### src/rtl/hazard_ctrl.sv
// ----------------------------------------------------------------------------
// hazard_ctrl
//
// Purpose:
//   Hazard controller for the five-stage pipeline. It detects register
//   read-after-write hazards between the D stage and the E/M stages using the
//   Tuse/Tnew scheme. It also tracks occupancy of the multi-cycle mult/div unit
//   and counts stall cycles for performance monitoring.
//
// Handshake / timing:
//   There is no valid/ready handshake. stall and DE_clr are purely
//   combinational functions of the current-cycle inputs and the registered busy
//   flag, so the pipeline sees them in the same cycle. Everything else is
//   registered on the rising edge of clk.
//
// Ports:
//   clk        in   1  pipeline clock, rising edge
//   rst        in   1  synchronous, active-high reset
//   D_rs       in   5  rs field of D-stage instruction
//   D_rt       in   5  rt field of D-stage instruction
//   D_rs_tuse  in   2  cycles until rs is consumed (3 = not used)
//   D_rt_tuse  in   2  cycles until rt is consumed (3 = not used)
//   E_wa       in   5  destination register of E-stage instruction (0 = none)
//   E_tnew     in   2  cycles until E-stage result is available
//   M_wa       in   5  destination register of M-stage instruction
//   M_tnew     in   2  cycles until M-stage result is available
//   D_md       in   1  D-stage instruction uses mult/div or HI/LO
//   E_start    in   1  mult/div instruction issuing in E this cycle
//   E_is_div   in   1  qualifies E_start: 1 = div, 0 = mult
//   stall      out  1  freeze PC and F/D register
//   DE_clr     out  1  load a bubble into the D/E register
//   busy       out  1  mult/div unit occupied (registered)
//   md_cnt     out  4  remaining mult/div cycles (registered)
//   stall_cnt  out 32  saturating count of stall cycles since reset
//   md_state   out  2  mult/div FSM state for observation (0 IDLE, 1 MULT, 2 DIV)
// ----------------------------------------------------------------------------
module hazard_ctrl (
    input  logic        clk,
    input  logic        rst,
    input  logic [4:0]  D_rs,
    input  logic [4:0]  D_rt,
    input  logic [1:0]  D_rs_tuse,
    input  logic [1:0]  D_rt_tuse,
    input  logic [4:0]  E_wa,
    input  logic [1:0]  E_tnew,
    input  logic [4:0]  M_wa,
    input  logic [1:0]  M_tnew,
    input  logic        D_md,
    input  logic        E_start,
    input  logic        E_is_div,
    output logic        stall,
    output logic        DE_clr,
    output logic        busy,
    output logic [3:0]  md_cnt,
    output logic [31:0] stall_cnt,
    output logic [1:0]  md_state
);

    typedef enum logic [1:0] {
        IDLE = 2'd0,
        MULT = 2'd1,
        DIV  = 2'd2
    } md_state_e;

    localparam logic [3:0] MULT_CYCLES = 4'd5;
    localparam logic [3:0] DIV_CYCLES  = 4'd10;

    md_state_e   state_q, state_d;
    logic [3:0]  md_cnt_q, md_cnt_d;
    logic        busy_q, busy_d;
    logic [31:0] stall_cnt_q, stall_cnt_d;

    logic stall_rs, stall_rt, stall_md;
    logic busy_eff;

    // ------------------------------------------------------------------
    // Hazard detection. A tuse of 3 never stalls: the largest Tnew is 3,
    // and a strict greater-than comparison cannot exceed 3. Register 0 is
    // excluded explicitly.
    // ------------------------------------------------------------------
    always_comb begin
        stall_rs = (D_rs != 5'd0) &&
                   (((D_rs == E_wa) && (E_tnew > D_rs_tuse)) ||
                    ((D_rs == M_wa) && (M_tnew > D_rs_tuse)));
        stall_rt = (D_rt != 5'd0) &&
                   (((D_rt == E_wa) && (E_tnew > D_rt_tuse)) ||
                    ((D_rt == M_wa) && (M_tnew > D_rt_tuse)));
        // While rst is asserted the unit is treated as free. A reset that
        // arrives mid-operation then cannot hold the front end frozen.
        busy_eff = busy_q && !rst;
        stall_md = D_md && (busy_eff || E_start);
        stall    = stall_rs || stall_rt || stall_md;
        DE_clr   = stall;
    end

    // ------------------------------------------------------------------
    // Mult/div occupancy FSM next-state and stall counter.
    // ------------------------------------------------------------------
    always_comb begin
        state_d  = state_q;
        md_cnt_d = md_cnt_q;
        unique case (state_q)
            IDLE: begin
                if (E_start) begin
                    state_d  = E_is_div ? DIV : MULT;
                    md_cnt_d = E_is_div ? DIV_CYCLES : MULT_CYCLES;
                end
            end
            MULT, DIV: begin
                // A new E_start while occupied is ignored.
                if (md_cnt_q == 4'd1) begin
                    state_d  = IDLE;
                    md_cnt_d = 4'd0;
                end else begin
                    md_cnt_d = md_cnt_q - 4'd1;
                end
            end
            default: begin
                state_d  = IDLE;
                md_cnt_d = 4'd0;
            end
        endcase
        busy_d = (state_d != IDLE);

        // A cycle with both a register and an md hazard counts once.
        // The counter saturates instead of wrapping.
        stall_cnt_d = stall_cnt_q;
        if (stall && (stall_cnt_q != 32'hFFFF_FFFF)) begin
            stall_cnt_d = stall_cnt_q + 32'd1;
        end
    end

    always_ff @(posedge clk) begin
        if (rst) begin
            state_q     <= IDLE;
            md_cnt_q    <= 4'd0;
            busy_q      <= 1'b0;
            stall_cnt_q <= 32'd0;
        end else begin
            state_q     <= state_d;
            md_cnt_q    <= md_cnt_d;
            busy_q      <= busy_d;
            stall_cnt_q <= stall_cnt_d;
        end
    end

    assign busy      = busy_q;
    assign md_cnt    = md_cnt_q;
    assign stall_cnt = stall_cnt_q;
    assign md_state  = state_q;

endmodule
### config.mk
export PLATFORM = sky130hd
export DESIGN_NAME = hazard_ctrl
export DESIGN_NICKNAME = d
export VERILOG_FILES = /design/src/rtl/hazard_ctrl.sv
export SDC_FILE = /design/constraint.sdc
export NUM_CORES = 1
export LEC_CHECK = 0
export ABC_AREA = 1
export ABC_CLOCK_PERIOD_IN_PS = 1750
export BUFFER_PORTS_ARGS = -buffer_cell sky130_fd_sc_hd__clkbuf_2
export CORE_ASPECT_RATIO = 0.6
export CORE_UTILIZATION = 50
export CTS_BUF_LIST = sky130_fd_sc_hd__clkbuf_2 sky130_fd_sc_hd__clkbuf_4 sky130_fd_sc_hd__clkbuf_8
export CTS_CLUSTER_SIZE = 14
export DETAILED_ROUTE_END_ITERATION = 12
export PLACE_DENSITY = 0.81
export SLEW_MARGIN = 20
export SYNTH_ARGS = -nofsm -noshare
export SYNTH_HDL_FRONTEND = slang
export SYNTH_SLANG_ARGS = --single-unit
### constraint.sdc
create_clock -name clk -period 1.75 [get_ports clk]
set_input_delay 0.0875 -clock clk [delete_from_list [all_inputs] [get_ports clk]]
set_output_delay 0.0875 -clock clk [all_outputs]
set_load 0.05 [all_outputs]
-- Word-level counts from Yosys, hierarchy flattened
Index checks and enable logic that the tools add are counted.
- output and inout bits: 41
- bits in latches: 0
- register bits after elaboration: 39
- input bits: 33
- bits in read-only memories: 0
- logic and storage cells: 47
- memories kept: 0
- RAM bits: 0
- $add $sub $neg: 2
- bitwise logic cells: 0
- multiplexer cells: 8
- equality and inequality tests: 9
- reductions and logical operators: 20
- $mul: 0
- shift-type cells: 0
- divide/modulo/power cells: 0
- $lt $le $gt $ge: 4
- operators by type and width (kind ; number):
    $add A32 B1 Y32 const B ; 1
    $ne A32 B32 Y1 const B ; 1
    $eq A5 B5 Y1 ; 4
    $mux W4 ; 3
    $reduce_bool A5 Y1 ; 2
    $logic_and A1 B1 Y1 ; 9
    $gt A2 B2 Y1 ; 4
    $pmux W4 S2 ; 1
    $mux W2 ; 3
    $logic_or A1 B1 Y1 ; 5
    $eq A4 B1 Y1 const B ; 1
    $pmux W2 S2 ; 1
    $sub A4 B1 Y4 const B ; 1
    $eq A2 B1 Y1 const B ; 1
    $eq A2 B2 Y1 const B ; 1
    $logic_not A2 Y1 ; 1
    $ne A2 B2 Y1 const B ; 1
    $reduce_bool A2 Y1 ; 1
    $reduce_or A2 Y1 ; 1
    $logic_not A1 Y1 ; 1

-- Depth between registers and ports, before layout
- depth after elaboration: 7
- gate-level depth with buffers: 14

-- Least setup slack after synthesis
Ideal clock, no wire load.
- path type: register to register
- from: register stall_cnt_q[0] (netlist: stall_cnt[0])
- to: register stall_cnt_q[19] (netlist: stall_cnt[19])
- arrival time: 2.064 ns
- cell stages (with the launch flop): 12
- path buffers: 1
- data required time: 1.633 ns
- slack: -0.432 ns
- library setup time: 0.117 ns
- period minus slack after synthesis: 2.182 ns
- cell sequence: dfxtp_1 ha_1 nand3_2 nor2_4 nand3_4 nor2_8 nand3_4 buf_6 nand2_1 inv_1 a21oi_1 nor2_1
- word-level cells in the longest chain between the ends: 2
- elaborated cells on any way between the ends: 3
- classes of those cells: add/sub (1); eq/ne (1); reduce/logical (1)
- ends and longest elaborated chain (what ; RTL line ; RTL):
    start, declared ; 71 ; logic [31:0] stall_cnt_q, stall_cnt_d;
    start signal, assigned ; 143 ; stall_cnt_q <= stall_cnt_d;
    branches (longest 2 deep; another with $add A32 B1 Y32) ; - ;
Several ways; the timed one is not identified.
A chain may end at the register's enable or synchronous reset.

-- Final worst setup path
- from: register stall_cnt_q[1] (netlist: stall_cnt[1])
- to: register stall_cnt_q[3] (netlist: stall_cnt[3])
The elaborated chain is that of the path after synthesis.

==> reports/metrics.csv <==
metric,value,unit
grt_first_pass_wirelength,12.98,mm
place_ws,-0.03294,ns
syn-mean-instance-area,5.989,µm²
cp.arrival,1.93,ns
cts.sinks,39,
via_per_inst,5.194,
area_growth,30.14,%
core,5597,µm²
p_sw_share,36.36,%
layout-drive-gt1-share,27.52,%
slew-limit-headroom,74.00,%
powerDensity,695.6,nW/µm²
grt_use_total,26.73,%
final.period_utilization,99.51,%
layout.nets,630,
leakagePower,1.970,nW
vias,3454,
fin_ws,0.008622,ns
die_h,61.23,µm
hold_viol_final,0,
hold_class,input pin to register,
finalSetupViolCount,0,
grt_pass1_vias,2865,
path_max_fanout,5,
skew,0.01056,ns
io_buffers,73,
die_area,6166,µm²
worstSetupPathType,register to register,
max_cap_viol_count,0,
grt_max_degree,40,
place.gp.congestion,0.8555,
ys_seq_elements,39,
ant_nets,0,
clock.fmax,574.3,MHz
synthCells,488,
syn-num-nets,534,
ir_drop,0.0004363,V
grtUsageMet1,39.48,%
crit_required,1.94,ns
cts_buffers,5,
rsz0062_at_grt,yes,
cts-root-buf,clkbuf_8,
r2r_setup_slack,0.009,ns
placementRows,21,
syn_area,2923,µm²
clkSlewWorstSetupHoldPaths,0.09,ns
firstDrtPassIters,5,
start_util,52.22,%
worst_pin_slew,0.3886,ns
yosysWarnings,0,
route.detailed.drc,0,
n_antenna_cell,0,
worstSetupStartpointType,register,
hpwl,6.071,mm
grt_overflow,0,
power_frac_seq,38.0,%
drv_slew,0,
cts_max_level,2,
cts_tree,yes,
synth.distinct_cells,30,
seq_area_frac_synth,26.71,%
comb_power_share,31.2,%
wl,8.250,mm
endpoint_kind,register,
drt-initial-drc-count,331,
clockBufferDepth,2,
met3_usage,4.654,%
cts_hold_buf,0,
pwr-share-clk,30.8,%
grt.busiest_layer,met2,
outcome,"finished, final reports clean",
gr-usage-met2,40.70,%
io_pins,74,
die_w,100.7,µm
routedWlPerCell,12.41,µm
antenna_found_initial,0,
layout_min_cycle_time,1.741,ns
power_switching,0.9619,mW
clock_latency,0.30,ns
p_int,1.684,mW
setup_tns,0,ns
## area by class of cell
cell class / count / area (µm²)
multi-input cells: 369 / 1892
fillers: 510 / 1793
flip-flops and latches: 39 / 818.3
repair buffers: 100 / 613.1
inverters: 69 / 259.0
well taps: 80 / 100.1
clock buffers: 6 / 82.58
clock inverters: 2 / 38.79
## cells by family (layout without fill, tap and decap cells)
kind of cell               after synthesis  count (layout)  synth area share [%]
AOI/OAI and AO/OA                       46              46                 8.219
xor gates and xnor gates                13              13                 3.896
adders and majority gates               13              13                 5.565
buffers and inverters                   82             177                 11.34
DFF                                     39              39                 26.71
and+or+nand+nor                        295             297                 44.26
## state kept, by name (all words and copies together), names as in the netlist
| signal | count |
|---|---|
| stall_cnt | 32 |
| md_cnt | 4 |
| md_state | 2 |
| busy | 1 |
## worst paths after layout
path | from | end | depth (start not counted)
setup / recovery | stall_cnt[1] | stall_cnt[3] | 10
hold / removal | E_is_div | md_cnt[2] | 4
setup reg to reg | stall_cnt[1] | stall_cnt[3] | 10
hold reg to reg | md_cnt[1] | md_cnt[1] | 2
## metrics by stage
| step | util [%] | hold slack, ns | total power [mW] | instance area, µm² | instances |
|---|---|---|---|---|---|
| after floorplan | - | 0.2872 | 1.591 | 2993 | 488 |
| after global placement | 64.10 | 0.4375 | 1.808 | 3587 | 651 |
| after detailed placement | 64.10 | 0.4459 | 1.827 | 3587 | 651 |
| after CTS | 66.62 | 0.1324 | 2.636 | 3729 | 661 |
| after global routing | 67.96 | 0.1543 | 2.766 | 3804 | 665 |
| final | 67.96 | 0.1399 | 2.646 | 3804 | 665 |
## critical path, stage by stage, from the launching register on
cell and delay [ns]:
dfxtp_4 0.37, ha_4 0.14, nand3_4 0.10, nor2_4 0.13, nand3_4 0.11, nor2_8 0.17, nand3_2 0.17, nand2_2 0.13
inv_1 0.08, a21oi_1 0.17, nor2_1 0.06
## cells in the final DEF (no fill, tap or decap)
cell type  instances
dfxtp_4            3
xor2_1            12
and3_1             1
o21ai_0            6
nor3b_2            1
nor2_2             2
nor2_4             1
nor3_1             8
a21oi_1           30
dfxtp_1           15
nand4_1           11
clkbuf_8           6
buf_6              4
nor2_1            80
nand3b_1           1
inv_1             65
bufinv_16          1
nand3_1           36
o22ai_1            5
inv_6              1
buf_12             2
ha_4               1
and2_1             1
nor3_2             1
dfxtp_2           21
inv_2              4
buf_4             23
o32ai_1            1
clkbuf_2          71
nand3_2            8
xnor2_1            1
nand3_4            3
a21oi_2            3
o21ai_1            1
ha_1              12
nand2_2            4
nor2_8             1
nand2_1          138
## power groups by stage
| stage | clock, mW | combinational (mW) | sequential, mW |
|---|---|---|---|
| 2_1_floorplan | 0 | 0.385 | 1.21 |
| 5_1_grt | 0.846 | 0.908 | 1.01 |
| 4_1_cts | 0.824 | 0.808 | 1.00 |
| 6_report | 0.815 | 0.825 | 1.01 |
| 3_3_place_gp | 0 | 0.786 | 1.02 |
| 3_5_place_dp | 0 | 0.803 | 1.02 |
## what timing repair did
| action | CTS | global route |
|---|---|---|
| buffers inserted | 0 | 4 |
| cloned | 2 | 0 |
| resized for setup | 0 | 18 |
| setup endpoints to repair | 14 | 34 |
| pin swaps | 1 | 7 |
## metal layers
metal / routed length [µm] / vias up / part of all wire (%)
li1: - / 1749 / -
met1: 4001 / 1531 / 48
met2: 3419 / 155 / 41
met3: 725 / 19 / 8.8
met4: 103 / 0 / 1.2
met5: 0 / - / 0
## synth_stat cells, drive strengths merged
master | count | area (µm²)
a21oi | 33 | 165.2
and2 | 1 | 6.260
and3 | 1 | 6.260
buf | 11 | 65.05
clkbuf | 2 | 7.510
dfxtp | 39 | 780.8
ha | 13 | 162.7
inv | 69 | 259.0
nand2 | 142 | 535.5
nand3 | 45 | 275.3
nand3b | 1 | 7.510
nand4 | 11 | 68.82
nor2 | 84 | 341.6
nor3 | 9 | 45.04
nor3b | 1 | 7.510
o21ai | 7 | 35.03
o22ai | 5 | 31.28
o32ai | 1 | 8.760
xnor2 | 1 | 8.760
xor2 | 12 | 105.1
No activity file was read; power rests on OpenSTA's default activity.
